### src/rtl/led_pwm_pkg.sv
// rtl/led_pwm_pkg.sv - shared mode encoding for the LED PWM fader
package led_pwm_pkg;

    localparam int MODE_W = 2;

    typedef enum logic [MODE_W-1:0] {
        MODE_OFF     = 2'd0,
        MODE_SOLID   = 2'd1,
        MODE_BLINK   = 2'd2,
        MODE_BREATHE = 2'd3
    } mode_t;

endpackage

### src/rtl/led_pwm_fader_if.sv
// rtl/led_pwm_fader_if.sv - valid/ready config write port of the LED PWM fader
interface led_pwm_fader_if
    import led_pwm_pkg::*;
#(
    parameter int CHANNELS = 3,
    parameter int PWM_BITS = 8
);

    localparam int CHAN_W = (CHANNELS > 1) ? $clog2(CHANNELS) : 1;

    logic                cfg_valid;
    logic                cfg_ready;
    logic [CHAN_W-1:0]   cfg_chan;
    logic [MODE_W-1:0]   cfg_mode;
    logic [PWM_BITS-1:0] cfg_level;

    modport master (
        output cfg_valid, cfg_chan, cfg_mode, cfg_level,
        input  cfg_ready
    );

    modport slave (
        input  cfg_valid, cfg_chan, cfg_mode, cfg_level,
        output cfg_ready
    );

endinterface

### src/rtl/led_pwm_channel.sv
// rtl/led_pwm_channel.sv - one PWM channel: shadow/active config, blink/breathe state, duty compare (gamma via LED_PWM_GAMMA_EN)
module led_pwm_channel
    import led_pwm_pkg::*;
#(
    parameter int PWM_BITS    = 8,
    parameter int BLINK_SHIFT = 8
) (
    input  logic                clk,
    input  logic                rst_n,
    input  logic                wr_en,
    input  mode_t               wr_mode,
    input  logic [PWM_BITS-1:0] wr_level,
    input  logic                boundary,
    input  logic [PWM_BITS-1:0] pwm_cnt,
    output logic                pwm_out
);

    mode_t                  sh_mode, act_mode, nx_mode;
    logic [PWM_BITS-1:0]    sh_level, nx_level;
    logic [BLINK_SHIFT-1:0] blink_cnt, blink_nx;
    logic                   phase, phase_nx;
    logic [PWM_BITS-1:0]    ramp, ramp_nx;
    logic                   ramp_down, down_nx;
    logic [PWM_BITS-1:0]    duty, duty_nx, lin;
    logic                   restart;

`ifdef LED_PWM_GAMMA_EN
    logic [2*PWM_BITS-1:0]  sq;
    assign sq = (2*PWM_BITS)'(lin) * (2*PWM_BITS)'(lin);
`endif

    // A write landing in the boundary cycle must be seen by that boundary.
    assign nx_mode  = wr_en ? wr_mode  : sh_mode;
    assign nx_level = wr_en ? wr_level : sh_level;
    assign restart  = (nx_mode != act_mode) &&
                      ((nx_mode == MODE_BLINK) || (nx_mode == MODE_BREATHE));

    always_comb begin
        blink_nx = blink_cnt;
        phase_nx = phase;
        ramp_nx  = ramp;
        down_nx  = ramp_down;
        lin      = '0;
        if (restart) begin
            blink_nx = '0;
            phase_nx = 1'b1;
            ramp_nx  = '0;
            down_nx  = 1'b0;
        end else if (nx_mode == MODE_BLINK) begin
            blink_nx = blink_cnt + BLINK_SHIFT'(1);
            if (&blink_cnt) phase_nx = ~phase;
        end else if (nx_mode == MODE_BREATHE) begin
            // Ramp at or above level always heads down, which also covers a level cut.
            if (nx_level == '0) begin
                ramp_nx = '0;
                down_nx = 1'b0;
            end else if (ramp >= nx_level) begin
                ramp_nx = ramp - PWM_BITS'(1);
                down_nx = 1'b1;
            end else if (ramp_down && (ramp == '0)) begin
                ramp_nx = ramp + PWM_BITS'(1);
                down_nx = 1'b0;
            end else if (ramp_down) begin
                ramp_nx = ramp - PWM_BITS'(1);
            end else begin
                ramp_nx = ramp + PWM_BITS'(1);
            end
        end
        case (nx_mode)
            MODE_OFF:     lin = '0;
            MODE_SOLID:   lin = nx_level;
            MODE_BLINK:   lin = phase_nx ? nx_level : '0;
            MODE_BREATHE: lin = ramp_nx;
            default:      lin = '0;
        endcase
`ifdef LED_PWM_GAMMA_EN
        duty_nx = (&lin) ? lin : sq[2*PWM_BITS-1:PWM_BITS];
`else
        duty_nx = lin;
`endif
    end

    always_ff @(posedge clk or negedge rst_n) begin
        if (!rst_n) begin
            sh_mode   <= MODE_OFF;
            sh_level  <= '0;
            act_mode  <= MODE_OFF;
            blink_cnt <= '0;
            phase     <= 1'b1;
            ramp      <= '0;
            ramp_down <= 1'b0;
            duty      <= '0;
            pwm_out   <= 1'b0;
        end else begin
            if (wr_en) begin
                sh_mode  <= wr_mode;
                sh_level <= wr_level;
            end
            if (boundary) begin
                act_mode  <= nx_mode;
                blink_cnt <= blink_nx;
                phase     <= phase_nx;
                ramp      <= ramp_nx;
                ramp_down <= down_nx;
                duty      <= duty_nx;
            end
            pwm_out <= (pwm_cnt < duty);
        end
    end

endmodule

### src/rtl/led_pwm_fader.sv
// rtl/led_pwm_fader.sv - multi-channel LED PWM fader top: prescaler, PWM counter, config decode (LED_PWM_GAMMA_EN selects gamma)
module led_pwm_fader
    import led_pwm_pkg::*;
#(
    parameter int CHANNELS     = 3,
    parameter int PWM_BITS     = 8,
    parameter int PRESCALE_DIV = 188,
    parameter int BLINK_SHIFT  = 8
) (
    input  logic                clk,
    input  logic                rst_n,
    led_pwm_fader_if.slave      cfg,
    output logic [CHANNELS-1:0] pwm_out,
    output logic                period_tick
);

    localparam int CHAN_W = (CHANNELS > 1) ? $clog2(CHANNELS) : 1;
    localparam int PS_W   = (PRESCALE_DIV > 1) ? $clog2(PRESCALE_DIV) : 1;
    localparam logic [PS_W-1:0] PS_LAST = PS_W'(PRESCALE_DIV - 1);

    logic [PS_W-1:0]     ps_cnt;
    logic [PWM_BITS-1:0] pwm_cnt;
    logic                tick;
    logic                boundary;
    logic                ready_q;
    logic                wr_fire;

    assign tick        = (ps_cnt == PS_LAST);
    assign boundary    = tick && (&pwm_cnt);
    assign period_tick = boundary;
    assign cfg.cfg_ready = ready_q;
    assign wr_fire     = cfg.cfg_valid && ready_q;

    always_ff @(posedge clk or negedge rst_n) begin
        if (!rst_n) begin
            ps_cnt  <= '0;
            pwm_cnt <= '0;
            ready_q <= 1'b0;
        end else begin
            ready_q <= 1'b1;
            ps_cnt  <= tick ? '0 : ps_cnt + PS_W'(1);
            if (tick) pwm_cnt <= pwm_cnt + PWM_BITS'(1);
        end
    end

    // Out-of-range channel numbers match no instance, so such writes vanish.
    for (genvar i = 0; i < CHANNELS; i++) begin : g_chan
        led_pwm_channel #(
            .PWM_BITS    (PWM_BITS),
            .BLINK_SHIFT (BLINK_SHIFT)
        ) u_chan (
            .clk      (clk),
            .rst_n    (rst_n),
            .wr_en    (wr_fire && (cfg.cfg_chan == CHAN_W'(i))),
            .wr_mode  (mode_t'(cfg.cfg_mode)),
            .wr_level (cfg.cfg_level),
            .boundary (boundary),
            .pwm_cnt  (pwm_cnt),
            .pwm_out  (pwm_out[i])
        );
    end

endmodule

### src/flat_wrapper.sv
// flat-port wrapper written by rule: the top's interface ports become plain ports
module led_pwm_fader_flat import led_pwm_pkg::*;
#(
    parameter int CHANNELS     = 3,
    parameter int PWM_BITS     = 8,
    parameter int PRESCALE_DIV = 188,
    parameter int BLINK_SHIFT  = 8
)
  (clk, rst_n, pwm_out, period_tick, cfg_cfg_valid, cfg_cfg_chan, cfg_cfg_mode, cfg_cfg_level, cfg_cfg_ready);
  led_pwm_fader_if #(.CHANNELS(CHANNELS), .PWM_BITS(PWM_BITS)) cfg_i ();
  input  logic clk;
  input  logic rst_n;
  output logic [CHANNELS-1:0] pwm_out;
  output logic period_tick;
  input wire logic [$bits(cfg_i.cfg_valid)-1:0] cfg_cfg_valid;
  input wire logic [$bits(cfg_i.cfg_chan)-1:0] cfg_cfg_chan;
  input wire logic [$bits(cfg_i.cfg_mode)-1:0] cfg_cfg_mode;
  input wire logic [$bits(cfg_i.cfg_level)-1:0] cfg_cfg_level;
  output wire logic [$bits(cfg_i.cfg_ready)-1:0] cfg_cfg_ready;
  assign cfg_i.cfg_valid = cfg_cfg_valid;
  assign cfg_i.cfg_chan = cfg_cfg_chan;
  assign cfg_i.cfg_mode = cfg_cfg_mode;
  assign cfg_i.cfg_level = cfg_cfg_level;
  assign cfg_cfg_ready = cfg_i.cfg_ready;
  led_pwm_fader #(.CHANNELS(CHANNELS), .PWM_BITS(PWM_BITS), .PRESCALE_DIV(PRESCALE_DIV), .BLINK_SHIFT(BLINK_SHIFT)) u_core (.clk(clk), .rst_n(rst_n), .cfg(cfg_i), .pwm_out(pwm_out), .period_tick(period_tick));
endmodule
### config.mk
export PLATFORM = sky130hd
export DESIGN_NAME = led_pwm_fader_flat
export DESIGN_NICKNAME = d
export VERILOG_FILES = /design/src/rtl/led_pwm_pkg.sv /design/src/rtl/led_pwm_fader_if.sv /design/src/rtl/led_pwm_channel.sv /design/src/rtl/led_pwm_fader.sv /design/src/flat_wrapper.sv
export SDC_FILE = /design/constraint.sdc
export NUM_CORES = 1
export LEC_CHECK = 0
export ABC_AREA = 1
export ABC_CLOCK_PERIOD_IN_PS = 3810
export CAP_MARGIN = 30
export CORE_MARGIN = 4
export CORE_UTILIZATION = 52
export DETAILED_ROUTE_END_ITERATION = 10
export PLACE_DENSITY_LB_ADDON = 0.05
export SLEW_MARGIN = 20
export SYNTH_ARGS = -nofsm -noshare
export SYNTH_HDL_FRONTEND = slang
export SYNTH_HIERARCHICAL = 1
export SYNTH_SLANG_ARGS = --single-unit
### constraint.sdc
create_clock -name clk -period 3.81 [get_ports clk]
set_clock_uncertainty 0.2 [all_clocks]
set_input_delay 0.5715 -clock clk [delete_from_list [all_inputs] [get_ports clk]]
set_output_delay 0.5715 -clock clk [all_outputs]
set_load 0.03 [all_outputs]
==> results.sh <==
export IMPL_clock_path_buffers=2
export IMPL_power_leakage_nw=5.83
export IMPL_drive_above_1_share_pct=11.9
export IMPL_p_switching_w=0.00133
export IMPL_fin_crit_sh_pct=91.4
export IMPL_min_path_type="in -> async"
export IMPL_start_util_pct=53.8
export IMPL_area_delta_synth_final_pct=11.6
export IMPL_p_sw_share_pct=31.2
export IMPL_maxCapViolCount=0
export IMPL_drtIter0Drc=552
export IMPL_io_pins=20
export IMPL_setup_ws_ns=0.326
export IMPL_crit_arrival_ns=2.71
export IMPL_grt_max_degree=86
export IMPL_cp_start_kind="register"
export IMPL_cts_root_buf="clkbuf_16"
export IMPL_internal_power_w=0.00293
export IMPL_r2r_slack_ns=0.71
export IMPL_p_comb_share_pct=23.1
export IMPL_crit_type="reg -> out"
export IMPL_first_pass_iters=5
export IMPL_clock_sinks=134
export IMPL_cts_buffers=17
export IMPL_drc_errors=0
export IMPL_syn_nets=1462
export IMPL_dp_slack_ns=0.196
export IMPL_ctsHoldBuffers=0
export IMPL_yosys_warnings=6
export IMPL_track_usage_pct=22.7
export IMPL_ys_seq_area_share_pct=34.2
export IMPL_r2r_cells=14
export IMPL_grt_busiest_layer="met2"
export IMPL_setup_tns_ns=0
export IMPL_cts_resized=0
export IMPL_ys_types=48
export IMPL_use_met1_pct=32.6
export IMPL_vias_per_cell=5.18
export IMPL_dp_hpwl_um=17100
export IMPL_status="complete, but fails checks"
export IMPL_cp_max_fo=7
export IMPL_tightest_slew_ns=0.801
export IMPL_nets=1488
export IMPL_vdd_drop_max_uv=304
export IMPL_place_gp_congestion=0.880
export IMPL_fmax_mhz=287
export IMPL_crit_end="period_tick"
export IMPL_cp_startpoint="u_core/pwm_cnt[1]"
export IMPL_core_um2=18300
export IMPL_mostFrequentLayoutCell="nand2_1"
export IMPL_avgSynthCellArea_um2=7.06
export IMPL_use_met3_pct=3.77
export IMPL_dp_cells=1627
export IMPL_crit_reg2reg_launch="u_core/pwm_cnt[1]"
export IMPL_row_count=49
export IMPL_clk_insertion_delay_late_ns=0.43
export IMPL_seqPwrFrac_pct=35.4
export IMPL_cts_tree="yes"
export IMPL_grt_pass1_wl_um=39900
export IMPL_maxSlewViolCount=0
export IMPL_wl_per_cell_um=13.9
export IMPL_final_cells=1660
export IMPL_die_x_um=145
export IMPL_hold_slack_ns=-0.0190
export IMPL_totalWireLength_um=23100
export IMPL_r2r_end="u_core/g_chan[2].u_chan/blink_cnt[6]"
export IMPL_grt_overflow_total=0
export IMPL_power_density_nw_per_um2=389
export IMPL_netlist_area_um2=9820
export IMPL_violations="hold timing"
export IMPL_num_vias=8599
export IMPL_use_met2_pct=36.0
export IMPL_layout_common_cells="nand2_1 (399), inv_1 (206), dfrtp_1 (131), nand3_1 (112), nor2_1 (110)"
export IMPL_postCtsSetupRepairBufs=0
export IMPL_die_h_um=145
export IMPL_layout_min_cycle_time_ns=3.48
export IMPL_finalHoldViolCount=12
export IMPL_maxSlewHeadroom_pct=46.6
export IMPL_cp_end_kind="primary output"
export IMPL_antenna_left=0
export IMPL_yosys_register_bits=134
export IMPL_setup_viol=0
export IMPL_ctsHtreeMaxLevel=4
export IMPL_postSynthCellCount=1391
export IMPL_clkPwrFrac_pct=41.5
export IMPL_path_clk_slew_ns=0.06
export IMPL_grt_setup_unrepaired="false"
export IMPL_fp_dieArea_um2=21100
export IMPL_crit_required_ns=3.04
export IMPL_first_global_vias=8038
export IMPL_antenna_found_initial=1
export IMPL_port_buffers=19
[power groups by stage]
| stage | combinational, W | clock (W) | sequential, W |
|---|---|---|---|
| floorplan | 0.000709 | 0 | 0.00153 |
| global placement | 0.000975 | 0 | 0.00153 |
| detailed placement | 0.000982 | 0 | 0.00153 |
| CTS | 0.000990 | 0.00181 | 0.00151 |
| global route | 0.00113 | 0.00187 | 0.00151 |
| finish | 0.000987 | 0.00177 | 0.00151 |
[worst min-delay path by stage]
stage,endpoint,cells after the start
floorplan,u_core/cfg.cfg_ready,0
global placement,u_core/ps_cnt[0],1
detailed placement,u_core/ps_cnt[0],1
CTS,u_core/ps_cnt[5],1
global route,u_core/ps_cnt[4],1
finish,u_core/ps_cnt[5],1
[through the flow]
stage	hold WS [ns]	cell area, um^2	utilization [%]	power, W
after floorplan	0.0759	9820	-	0.00224
after detailed placement	0.259	10300	56.5	0.00252
after CTS	0.0273	11000	60.0	0.00431
after global routing	0.0481	11000	60.0	0.00452
final	-0.0190	11000	60.0	0.00426
after global placement	0.256	10300	56.5	0.00251
[final cells by class]
cell class | instances | area, um^2
Fill cell | 1723 | 7310
Multi-Input combinational cell | 992 | 5390
Sequential cell | 134 | 3360
Inverter | 224 | 843
Timing Repair Buffer | 48 | 459
Clock buffer | 18 | 429
Tap cell | 229 | 287
Clock inverter | 14 | 195
Antenna cell | 1 | 2.50
[logic make-up (layout without fill, tap and decap cells)]
family	after synthesis	after routing	synth area share (%)
buffers and inverters	265	304	11.2
AOI/OAI and AO/OA	178	178	11.3
xor gates and xnor gates	26	26	2.32
and+or+nand+nor	731	731	33.9
DFF	134	134	34.2
other	1	2	0.0382
adders and majority gates	56	56	7.13
[per-layer routing]
layer	vias up	wire length, um
met5	-	0
met4	0	255
met3	17	836
met2	145	10700
met1	3936	11400
li1	4501	-
[flip-flops by register name (all words and copies together), names as in the netlist]
| register | cells |
|---|---|
| u_core/cfg.cfg_ready | 1 |
| u_core/g_chan.u_chan/act_mode | 6 |
| u_core/g_chan.u_chan/blink_cnt | 24 |
| u_core/g_chan.u_chan/duty | 24 |
| u_core/g_chan.u_chan/phase | 3 |
| u_core/g_chan.u_chan/pwm_out | 3 |
| u_core/g_chan.u_chan/ramp | 24 |
| u_core/g_chan.u_chan/ramp_down | 3 |
| u_core/g_chan.u_chan/sh_level | 24 |
| u_core/g_chan.u_chan/sh_mode | 6 |
| u_core/ps_cnt | 8 |
| u_core/pwm_cnt | 8 |
[cell usage after synthesis, drive strengths merged]
cell type / number / share of area [%]
a211oi: 2 / 0.15
a21o: 2 / 0.15
a21oi: 36 / 1.9
a31o: 2 / 0.18
a31oi: 5 / 0.47
and3: 1 / 0.064
buf: 31 / 2.2
clkbuf: 10 / 0.42
clkinv: 1 / 0.038
conb: 1 / 0.038
dfrtp: 131 / 33
dfstp: 3 / 0.80
ha: 56 / 7.1
inv: 223 / 8.5
nand2: 412 / 16
nand3: 131 / 7.8
nand3b: 4 / 0.31
nand4: 27 / 1.7
nor2: 132 / 6.1
nor3: 17 / 1.2
nor3b: 6 / 0.46
nor4: 1 / 0.064
o211ai: 7 / 0.59
o21a: 8 / 0.61
o21ai: 113 / 7.0
o21bai: 1 / 0.076
o22ai: 2 / 0.13
xnor2: 7 / 0.62
xor2: 19 / 1.7
[critical path, cell delays in order (launching register included)]
cell and delay [ns]:
dfrtp_1 0.51, ha_1 0.24, nand2_1 0.09, nor2_1 0.17, nand3_1 0.13, nor2_4 0.37, clkdlybuf4s50_1 0.76
Note: power is estimated with default switching activity, not from simulation.
